`config.mk`:
```
export PLATFORM = sky130hd
export DESIGN_NAME = inst_encoder
export DESIGN_NICKNAME = d
export VERILOG_FILES = /design/src/rtl/inst_encoder.sv
export SDC_FILE = /design/constraint.sdc
export NUM_CORES = 1
export LEC_CHECK = 0
export ABC_AREA = 1
export BUFFER_PORTS_ARGS = -buffer_cell sky130_fd_sc_hd__clkbuf_2
export CORE_MARGIN = 4
export CORE_UTILIZATION = 30
export CTS_BUF_LIST = sky130_fd_sc_hd__clkbuf_2
export CTS_CLUSTER_DIAMETER = 60
export DETAILED_ROUTE_END_ITERATION = 8
export GPL_TIMING_DRIVEN = 0
export SYNTH_ARGS = -nofsm -noshare
export SYNTH_HDL_FRONTEND = slang
export SYNTH_SLANG_ARGS = --single-unit
```
`constraint.sdc`:
```
create_clock -name clk -period 1.7 [get_ports clk]
set_clock_uncertainty 0.05 [all_clocks]
set_input_delay 0.17 -clock clk [delete_from_list [all_inputs] [get_ports clk]]
set_output_delay 0.17 -clock clk [all_outputs]
set_load 0.05 [all_outputs]
```
`src/rtl/inst_encoder.sv`:
```
// inst_encoder: packs decoded RISC-V instruction fields into I/S/SB words,
// rejects out-of-range or inconsistent requests, and streams accepted words
// into instruction memory through a one-entry registered write port.
module inst_encoder #(
  parameter int ADDR_WIDTH = 8
) (
  input  logic                  clk,
  input  logic                  reset,
  input  logic                  clr,
  input  logic                  in_valid,
  output logic                  in_ready,
  input  logic [1:0]            fmt,
  input  logic [6:0]            opcode,
  input  logic [2:0]            funct3,
  input  logic [4:0]            rd,
  input  logic [4:0]            rs1,
  input  logic [4:0]            rs2,
  input  logic [63:0]           imm,
  output logic                  wr_en,
  input  logic                  wr_ready,
  output logic [ADDR_WIDTH-1:0] wr_addr,
  output logic [31:0]           wr_data,
  output logic                  full,
  output logic                  err,
  output logic [7:0]            err_count
);

  // Instruction formats understood by the encoder; the last code is reserved.
  typedef enum logic [1:0] {
    FMT_I   = 2'b00,
    FMT_S   = 2'b01,
    FMT_SB  = 2'b10,
    FMT_RSV = 2'b11
  } fmt_e;

  // Highest word address in memory; completing a write here marks memory full.
  localparam logic [ADDR_WIDTH-1:0] TOP_ADDR  = {{(ADDR_WIDTH-2){1'b1}}, 2'b00};
  localparam logic [ADDR_WIDTH-1:0] ADDR_STEP = ADDR_WIDTH'(4);

  logic        out_valid;
  logic        imm_in_range;
  logic        opcode_ok;
  logic        reject;
  logic        accept;
  logic        wr_done;
  logic [31:0] enc_word;

  // The immediate must fit a 12-bit signed field: all upper bits copy bit 11.
  assign imm_in_range = (imm[63:11] == {53{imm[11]}});

  // Pack the fields for the requested format and check opcode/format agreement.
  always_comb begin
    opcode_ok = 1'b0;
    enc_word  = '0;
    case (fmt)
      FMT_I: begin
        opcode_ok = (opcode[6:5] == 2'b00);
        enc_word  = {imm[11:0], rs1, funct3, rd, opcode};
      end
      FMT_S: begin
        opcode_ok = (opcode[6:5] == 2'b01);
        enc_word  = {imm[11:5], rs2, rs1, funct3, imm[4:0], opcode};
      end
      FMT_SB: begin
        opcode_ok = opcode[6];
        enc_word  = {imm[11], imm[9:4], rs2, rs1, funct3, imm[3:0], imm[10], opcode};
      end
      default: begin
        opcode_ok = 1'b0;
        enc_word  = '0;
      end
    endcase
  end

  assign reject = (fmt == FMT_RSV) || !imm_in_range || !opcode_ok;

  // A new request may enter when the output slot is empty or draining this cycle.
  assign in_ready = !full && !clr && (!out_valid || wr_ready);
  assign accept   = in_valid && in_ready;
  assign wr_done  = out_valid && wr_ready;
  assign wr_en    = out_valid;

  // One-entry output slot: load on a good request, empty when the write drains.
  always_ff @(posedge clk or posedge reset) begin
    if (reset) begin
      out_valid <= 1'b0;
      wr_data   <= '0;
    end else if (clr) begin
      out_valid <= 1'b0;
    end else if (accept && !reject) begin
      out_valid <= 1'b1;
      wr_data   <= enc_word;
    end else if (wr_done) begin
      out_valid <= 1'b0;
    end
  end

  // Advance the write address per completed write and flag full at the top word.
  always_ff @(posedge clk or posedge reset) begin
    if (reset) begin
      wr_addr <= '0;
      full    <= 1'b0;
    end else if (clr) begin
      wr_addr <= '0;
      full    <= 1'b0;
    end else if (wr_done) begin
      wr_addr <= wr_addr + ADDR_STEP;
      if (wr_addr == TOP_ADDR) begin
        full <= 1'b1;
      end
    end
  end

  // Record rejected requests in a sticky flag and a saturating counter.
  always_ff @(posedge clk or posedge reset) begin
    if (reset) begin
      err       <= 1'b0;
      err_count <= 8'd0;
    end else if (clr) begin
      err       <= 1'b0;
      err_count <= 8'd0;
    end else if (accept && reject) begin
      err <= 1'b1;
      if (err_count != 8'hFF) begin
        err_count <= err_count + 8'd1;
      end
    end
  end

endmodule
```
==> run metrics, run 1 <==
Clock transition at path regs=slightly below 0.3 ns; Max clock buf depth=2; Fillers=approximately 950; fin area=roughly 0.0043 sq mm; Worst Hold Launch=imm[6]; most area-consuming cells after synthesis=dfrtp_1 (43%), nand2_1 (19%), nand3_1 (7.1%); largest net degree at the start of global routing=30; 1st-pass router iterations=4; Worst path slowest cell=dfrtp_2; Antenna Cells=0; Setup violations, final=1; CTS tree=built; Hold EP=wr_data[26]; failing checks=setup timing; global-route total usage across every layer=about 17%; HPWL Detailed=approximately 7.2 mm; synth warn=0; RSZ-0062 raised after global routing=yes; worst path cell trace=inv_2 > nor2_2 > nor3_4 > clkbuf_8; worst hold slack=0.0273 ns; Skew-Pair Late Insertion Delay=0.45 ns; Root Driver=clkbuf_2; RR Endpoint=wr_data[20]; Synth Cell Area=0.00284 sq mm; P per Cell Area=between 500 and 600 mW/mm^2; first-pass GRT wire length=15.1 mm; max-capacitance violation count=0; via count=approximately 3200; Critical Path AT=between 1 and 1.5 ns; CTS HTree Levels=2; Synth area leader=dfrtp_1; post-place instance area=0.00377 sq mm; Overflow after GRT=0; die height=around 110 um; ANT nets after route=0; antenna violations before repair=0; maximum vdd ir drop=0.313 mV; syn avg cell area=approximately 7.1 sq um; Syn-to-layout area delta=50.6%; peak fanout along the critical path=3; share of layout cells above drive strength 1=around 34%; Num Clock Sinks=just under 50; routed len/inst=around 13 um; core region area=slightly above 0.009 sq mm; Die Span X=around 110 um; Inserted Clock Buffers=5; Final WS setup=-0.0131 ns; Iter 0 DRT Violations=100; R2R cell count=10; Total Power=0.00216 W; Hold Vio Cnt, Final=0; sequential area share after synthesis=a little over two fifths; critical path startpoint category=register; routability congestion estimate=about 0.8; worst endpoint required time=approximately 1.5 ns; Worst Setup End Kind=primary output; LEAKAGE=around 2.5 nW; synthesized flop and latch total=between 40 and 50; CP Class=reg2out; final slew viol count=0; final wirelength=9.25 mm; DRC Markers=0; vias in the first global route=3168; worst min path class=in2reg; Die ar.=around 0.011 sq mm; Tcrit/Tclk final=101%; largest stage delay on the critical path=0.49 ns; outcome=finished, violations left; Syn Inst Count=400; Via density=around 4.5; PortBufs=145; Worst-Margin Slew=about 0.53 ns; Crit Reg-Reg Startpoint=wr_en; Tmin final=around 1.7 ns; Hold Path Cell Cnt=5; final net count=688; # IOs=roughly 150; Cell variety after synth=29; internal reg-to-reg setup slack=0 ns; Slew headroom=64.4%; Synth top area share=between 40% and 50%; Row Count=35; initial core utilization=~31%; FMAX=a little under 600 MHz
-- how the worst max path moves through the flow --
stage,to,cells after the start,slack [ns],startpoint
floorplan,wr_data[12],10,-0.33,wr_en
global placement,wr_en,2,-0.56,reset
detailed placement,wr_data[4],13,-0.44,fmt[1]
CTS,in_ready,4,-0.02,wr_en
global route,wr_data[31],10,-0.1,wr_en
finish,in_ready,4,-0.01,wr_en
-- cell families after synthesis --
family          after synthesis  synth area share [%]
xor+xnor                      6                  1.85
simple gates                250                  37.7
flops                        49                  43.2
other cells                   1                 0.132
buf+inv                      53                  8.52
fa+ha+maj                     2                 0.882
compound gates               39                  7.64
-- placed cells by master, fill, tap and decap left out, types with 3 or more instances in the layout --
| cell type | netlist | routed |
|---|---|---|
| a21oi_1 | 9 | 9 |
| buf_4 | 2 | 8 |
| buf_8 | 0 | 3 |
| clkbuf_1 | 4 | 4 |
| clkbuf_2 | 0 | 150 |
| dfrtp_1 | 49 | 45 |
| dfrtp_2 | 0 | 4 |
| dlygate4sd3_1 | 0 | 28 |
| inv_1 | 37 | 34 |
| nand2_1 | 143 | 132 |
| nand2_2 | 1 | 12 |
| nand3_1 | 40 | 39 |
| nand3b_1 | 6 | 6 |
| nor2_1 | 42 | 41 |
| nor3_1 | 7 | 6 |
| o21ai_0 | 16 | 12 |
| o21ai_1 | 0 | 4 |
| o22ai_1 | 11 | 11 |
| or2_1 | 3 | 3 |
| or2_2 | 3 | 3 |
| xor2_1 | 6 | 6 |
-- synth_stat cells, drive strengths merged --
library cell / n
nand2: 144
dfrtp: 49
nor2: 43
nand3: 41
inv: 38
o21ai: 16
o22ai: 11
buf: 10
a21oi: 9
nor3: 7
nand3b: 6
or2: 6
xor2: 6
clkbuf: 4
ha: 2
nor3b: 2
a21o: 1
clkinv: 1
conb: 1
nand4: 1
o21a: 1
o31ai: 1
-- critical path: cells and delay by family (launching register included) --
kind                   cells  cell delay, ns
buffers and inverters      2            0.29
flip-flops                 1            0.49
AND/OR/NAND/NOR            2            0.25
-- registers in the layout, indices dropped and copies added (netlist names) --
| signal | count |
|---|---|
| full | 1 |
| wr_data | 32 |
| err | 1 |
| wr_en | 1 |
| wr_addr | 6 |
| err_count | 8 |
-- final cells by class --
class | count | area [sq um] | share of cell area, %
clock inverters | 2 | 13.8 | 0.322
inverters | 39 | 151 | 3.55
well taps | 129 | 161 | 3.78
flip-flops and latches | 49 | 1230 | 28.8
repair buffers | 182 | 1130 | 26.5
clock buffers | 6 | 30.0 | 0.703
plain buffers | 14 | 115 | 2.70
multi-input cells | 299 | 1440 | 33.7
-- report_power, final --
part / total [W] / switching, W / leakage (nW) / internal (W)
sequential: 0.00119 / 0.00000995 / 0.676 / 0.00118
clock: 0.000520 / 0.000409 / 0.0334 / 0.000111
combinational: 0.000454 / 0.000247 / 1.79 / 0.000207
total: 0.00216 / 0.000665 / 2.50 / 0.00150
-- metrics by stage --
stage	util, %	setup WS [ns]	instances	setup TNS (ns)
after floorplan	-	-0.331	401	-11.24
after global placement	40.6	-0.562	675	-32.83
after detailed placement	40.9	-0.440	676	-13.90
after CTS	44.7	-0.0194	715	-0.0194
after global routing	46.2	-0.0993	720	-1.79
final	46.2	-0.0131	720	-0.0131
-- per-layer routing --
| metal | global-route usage (%) | up-vias | part of all wire, % |
|---|---|---|---|
| li1 | - | 1650 | - |
| met1 | 21.7 | 1464 | 44 |
| met2 | 28.5 | 88 | 50 |
| met3 | 2.51 | 6 | 4.9 |
| met4 | 3.94 | 0 | 0.74 |
| met5 | 0 | - | 0 |
-- repair_timing --
action,in CTS,in global routing
endpoints found under the setup margin,10,29
gates cloned,0,2
endpoints found under the hold margin,55,0
buffers inserted,3,3
hold buffers,28,0
pin swaps,1,1
gates resized for setup,2,24
Note: power is estimated with default switching activity, not from simulation.
==> run 2: changes to the inputs <==
HOLD_SLACK_MARGIN = 0.05   (was unset)
SKIP_LAST_GASP = 1   (was unset)
==> run metrics, run 2 (synthesized netlist as in run 1, its figures left out) <==
R2R cell count=9; Crit Reg-Reg Startpoint=wr_en; CTS tree=built; failing checks=setup timing; antenna violations before repair=0; most common cell after layout, fill and taps aside=clkbuf_2; Tcrit/Tclk final=101%; pre-CTS setup slack=-0.440 ns; Fillers=between 900 and 1000; Clock transition at path regs=approximately 0.28 ns; Setup violations, final=2; part of the power in registers=between 50% and 60%; Max clock buf depth=2; via count=about 3200; Multi-input gate area=about 0.0014 sq mm; P per Cell Area=between 500 and 600 mW/mm^2; RR Endpoint=wr_data[9]; 1st-pass router iterations=4; Hold Path Cell Cnt=4; outcome=finished, violations left; Worst Hold Launch=fmt[1]; Num Clock Sinks=49; routed len/inst=12.8 um; Net Sw Frac=30.6%; peak fanout along the critical path=5; register area=0.00123 sq mm; cell internal pwr=roughly 0.0015 W; CP Launch Point=wr_en; critical path startpoint category=register; Non-Filler Instances=~730; Iter 0 DRT Violations=between 90 and 100; FMAX=~600 MHz; HPWL Detailed=a little over 7 mm; first-pass GRT wire length=roughly 15 mm; core region area=0.00924 sq mm; placed insts=676; biggest regs=wr_data x32, err_count x8, wr_addr x6; Worst Setup End Kind=register; initial core utilization=a little under a third; Hold EP=wr_data[8]; Via density=4.43; Root Driver=clkbuf_2; final slew viol count=0; LEAKAGE=roughly 2.5 nW; Largest register FFs=32; NetSw=0.000670 W; Tmin final=between 1.5 and 2 ns; Final WS setup=-0.00986 ns; global-route total usage across every layer=between 15 and 20%; DRC Markers=0; RSZ-0062 raised after global routing=yes; CP Class=reg2reg; maximum vdd ir drop=0.312 mV; ANT nets after route=0; share of layout cells above drive strength 1=between 30% and 40%; Row Count=35; internal reg-to-reg setup slack=-0.01 ns; Hold Vio Cnt, Final=0; die height=about 110 um; CTS HTree Levels=2; Die Span X=between 100 and 150 um; most frequent cells in the layout=clkbuf_2 (151), nand2_1 (133), dfrtp_1 (45); final net count=700; routability congestion estimate=between 0.7 and 0.8; # IOs=~150; final wirelength=about 9.4 mm; Antenna Cells=0; worst endpoint required time=2.05 ns; Die ar.=~0.011 sq mm; Syn-to-layout area delta=53.5%; Skew-Pair Late Insertion Delay=0.45 ns; largest net degree at the start of global routing=30; max-capacitance violation count=0; vias in the first global route=3258; worst min path class=in2reg; Final Util=a little under half; Overflow after GRT=0; Top reg by flops=wr_data; Critical Path AT=between 2 and 2.5 ns; Clock power frac=23.9%; PortBufs=around 150; combinational share of power=21.9%; Inserted Clock Buffers=5; worst hold slack=0.0593 ns; setup TNS=-0.0172 ns
## run 2: cell types whose count changed in the layout (fill, tap and decap cells not counted), sizes merged
cell         before  now
dlygate4sd3      28   40
buf              16   17
clkbuf          158  157
## run 2: critical path: stages, from the launching register on
cell and delay [ns]:
dfrtp_2 0.49, inv_2 0.07, nor2_2 0.04, nor3_4 0.21, nand2_2 0.14, nor2_8 0.16
inv_4 0.05, buf_4 0.13, buf_2 0.13, o21ai_0 0.17
## run 2: cell type report
class                   count  area share [%]
plain buffers              14            2.67
clock buffers               6           0.690
clock inverters             2           0.316
inverters                  39            3.42
multi-input cells         299            32.6
flip-flops and latches     49            28.3
well taps                 129            3.71
repair buffers            194            28.3
## run 2: repair_timing
action	4_1_cts	5_1_grt
setup buffers	3	3
setup endpoints to repair	10	29
endpoints found under the hold margin	85	2
cloned	0	2
gates resized for setup	2	20
hold buffers	39	1
pin swaps	1	1
## run 2: power by group through the flow
| stage | combinational [W] | clock (W) | sequential (W) |
|---|---|---|---|
| after floorplan | 0.000165 | 0 | 0.00124 |
| after global placement | 0.000368 | 0 | 0.00121 |
| after detailed placement | 0.000382 | 0 | 0.00121 |
| after CTS | 0.000476 | 0.000539 | 0.00119 |
| after global routing | 0.000532 | 0.000582 | 0.00119 |
| final | 0.000479 | 0.000522 | 0.00119 |
## run 2: how the worst max path moves through the flow
stage                        end  slack [ns]  depth (start not counted)
finish                wr_data[9]       -0.01                          9
global route        err_count[5]       -0.12                          9
CTS                     in_ready       -0.02                          4
floorplan            wr_data[12]       -0.33                         10
detailed placement    wr_data[4]       -0.44                         13
global placement           wr_en       -0.56                          2
## run 2: through the flow
step | cell area, sq um | power [W]
after floorplan | 2870 | 0.00140
after detailed placement | 3770 | 0.00159
after global routing | 4350 | 0.00230
final | 4350 | 0.00219
after CTS | 4240 | 0.00220
after global placement | 3750 | 0.00158
## run 2: routing by layer
layer	share of wire (%)	vias to the layer above	track usage [%]
li1	-	1670	-
met1	44	1489	21.7
met2	50	79	29.3
met3	4.4	6	2.45
met4	0.70	0	3.94
met5	0	-	0
==> run 3: changes to the inputs <==
MAX_ROUTING_LAYER = met4   (was unset)
==> run metrics, run 3 (synthesized netlist as in run 1, its figures left out) <==
largest stage delay on the critical path=between 0.4 and 0.5 ns; routability congestion estimate=0.799; RSZ-0062 raised after global routing=yes; critical path startpoint category=register; Die ar.=about 0.011 sq mm; LEAKAGE=between 2 and 3 nW; FMAX=585 MHz; Fillers=around 950; most common cell after layout, fill and taps aside=clkbuf_2; R2R cell count=9; Crit Reg-Reg Startpoint=wr_en; fin area=about 0.0044 sq mm; Worst Setup End Kind=primary output; RR Endpoint=wr_data[9]; Hold Vio Cnt, Final=0; PortBufs=~150; worst path cell trace=inv_2 > nor2_2 > nor3_4 > clkbuf_8; internal reg-to-reg setup slack=0 ns; final slew viol count=0; Num Clock Sinks=between 40 and 50; global-route total usage across every layer=roughly 17%; die height=~110 um; Tmin final=about 1.7 ns; Skew-Pair Late Insertion Delay=0.45 ns; most frequent cells in the layout=clkbuf_2 (151), nand2_1 (133), dfrtp_1 (45); initial core utilization=a little under a third; core region area=a little over 0.009 sq mm; Total Power=between 0.002 and 0.0025 W; final net count=700; Top reg by flops=wr_data; maximum vdd ir drop=between 0.3 and 0.4 mV; Hold EP=wr_data[8]; CTS tree=built; Antenna Cells=0; pre-CTS setup slack=-0.440 ns; Clock transition at path regs=0.29 ns; final wirelength=9.39 mm; part of the power in registers=54.2%; antenna violations before repair=0; Net Sw Frac=slightly above 30%; cell internal pwr=about 0.0015 W; CP Class=reg2out; worst endpoint required time=between 1 and 1.5 ns; Worst path slowest cell=dfrtp_2; biggest regs=wr_data x32, err_count x8, wr_addr x6; via count=3240; failing checks=setup timing; CP Depth=4; post-place instance area=around 0.0038 sq mm; combinational share of power=~22%; ANT nets after route=0; Tcrit/Tclk final=101%; worst min path class=in2reg; Root Driver=clkbuf_2; Final WS setup=-0.00982 ns; 1st-pass router iterations=4; Overflow after GRT=0; vias in the first global route=~3300; Inserted Clock Buffers=5; Worst Hold Launch=fmt[1]; max-capacitance violation count=0; Non-Filler Instances=approximately 730; share of layout cells above drive strength 1=approximately 33%; Setup violations, final=2; placed insts=just under 700; routed len/inst=about 13 um; Critical Path AT=about 1.5 ns; Clock power frac=a little under a quarter; # IOs=roughly 150; peak fanout along the critical path=3; Max clock buf depth=2; first-pass GRT wire length=roughly 15 mm; largest net degree at the start of global routing=30; NetSw=0.000669 W; Via density=4.43; Die Span X=~110 um; Crit path max-delay family=flip-flops; outcome=finished, violations left; Row Count=35; Syn-to-layout area delta=53.5%; Hold Path Cell Cnt=4; P per Cell Area=~500 mW/mm^2; Iter 0 DRT Violations=around 110; CTS HTree Levels=2; HPWL Detailed=about 7.2 mm; DRC Markers=0; Buf/Inv on CP=2; worst hold slack=0.0631 ns; Largest register FFs=32
-- run 3: cell counts in the layout (fill, tap and decap cells not counted) --
No cell type changed its count.
-- run 3: repair_timing --
action,CTS,global route
endpoints found under the hold margin,85,2
hold buffers,39,1
endpoints found under the setup margin,10,29
pin swaps,1,1
cloned,0,2
buffers inserted,3,3
gates resized for setup,2,20
-- run 3: final cells by class --
cell class	instances	area (sq um)	area share, %
multi-input cells	299	1420	32.6
repair buffers	194	1230	28.3
clock inverters	2	13.8	0.316
well taps	129	161	3.71
flip-flops and latches	49	1230	28.3
plain buffers	14	116	2.67
inverters	39	149	3.42
clock buffers	6	30.0	0.690
-- run 3: worst reg2reg max path, cell delays in order (launching register included) --
cell and delay (ns):
dfrtp_2 0.49, inv_2 0.07, nor2_2 0.04, nor3_4 0.22, nand2_2 0.14, nor2_8 0.17
inv_4 0.06, buf_4 0.13, buf_2 0.13, o21ai_0 0.16
-- run 3: stage by stage --
stage	util, %	TNS (ns)
floorplan	-	-11.24
global placement	40.6	-32.83
detailed placement	40.9	-13.90
CTS	45.9	-0.0194
global route	47.1	-2.54
finish	47.1	-0.00998
-- run 3: power by group through the flow --
stage / Sequential, W / Clock (W) / Combinational (W)
6_report: 0.00119 / 0.000522 / 0.000479
5_1_grt: 0.00119 / 0.000582 / 0.000532
4_1_cts: 0.00119 / 0.000539 / 0.000476
3_5_place_dp: 0.00121 / 0 / 0.000382
3_3_place_gp: 0.00121 / 0 / 0.000368
2_1_floorplan: 0.00124 / 0 / 0.000165
-- run 3: worst max path at each step --
stage	slack (ns)	from	to
after floorplan	-0.33	wr_en	wr_data[12]
after global placement	-0.56	reset	wr_en
after detailed placement	-0.44	fmt[1]	wr_data[4]
after CTS	-0.02	wr_en	in_ready
after global routing	-0.12	err_count[0]	err_count[5]
final	-0.01	wr_en	in_ready
-- run 3: routing by layer --
| layer | vias up | GRT usage [%] | wire [um] |
|---|---|---|---|
| met1 | 1489 | 21.9 | 4210 |
| li1 | 1670 | - | - |
| met3 | 6 | 2.20 | 370 |
| met2 | 75 | 29.3 | 4750 |
| met4 | 0 | 3.94 | 66 |
| met5 | - | - | 0 |
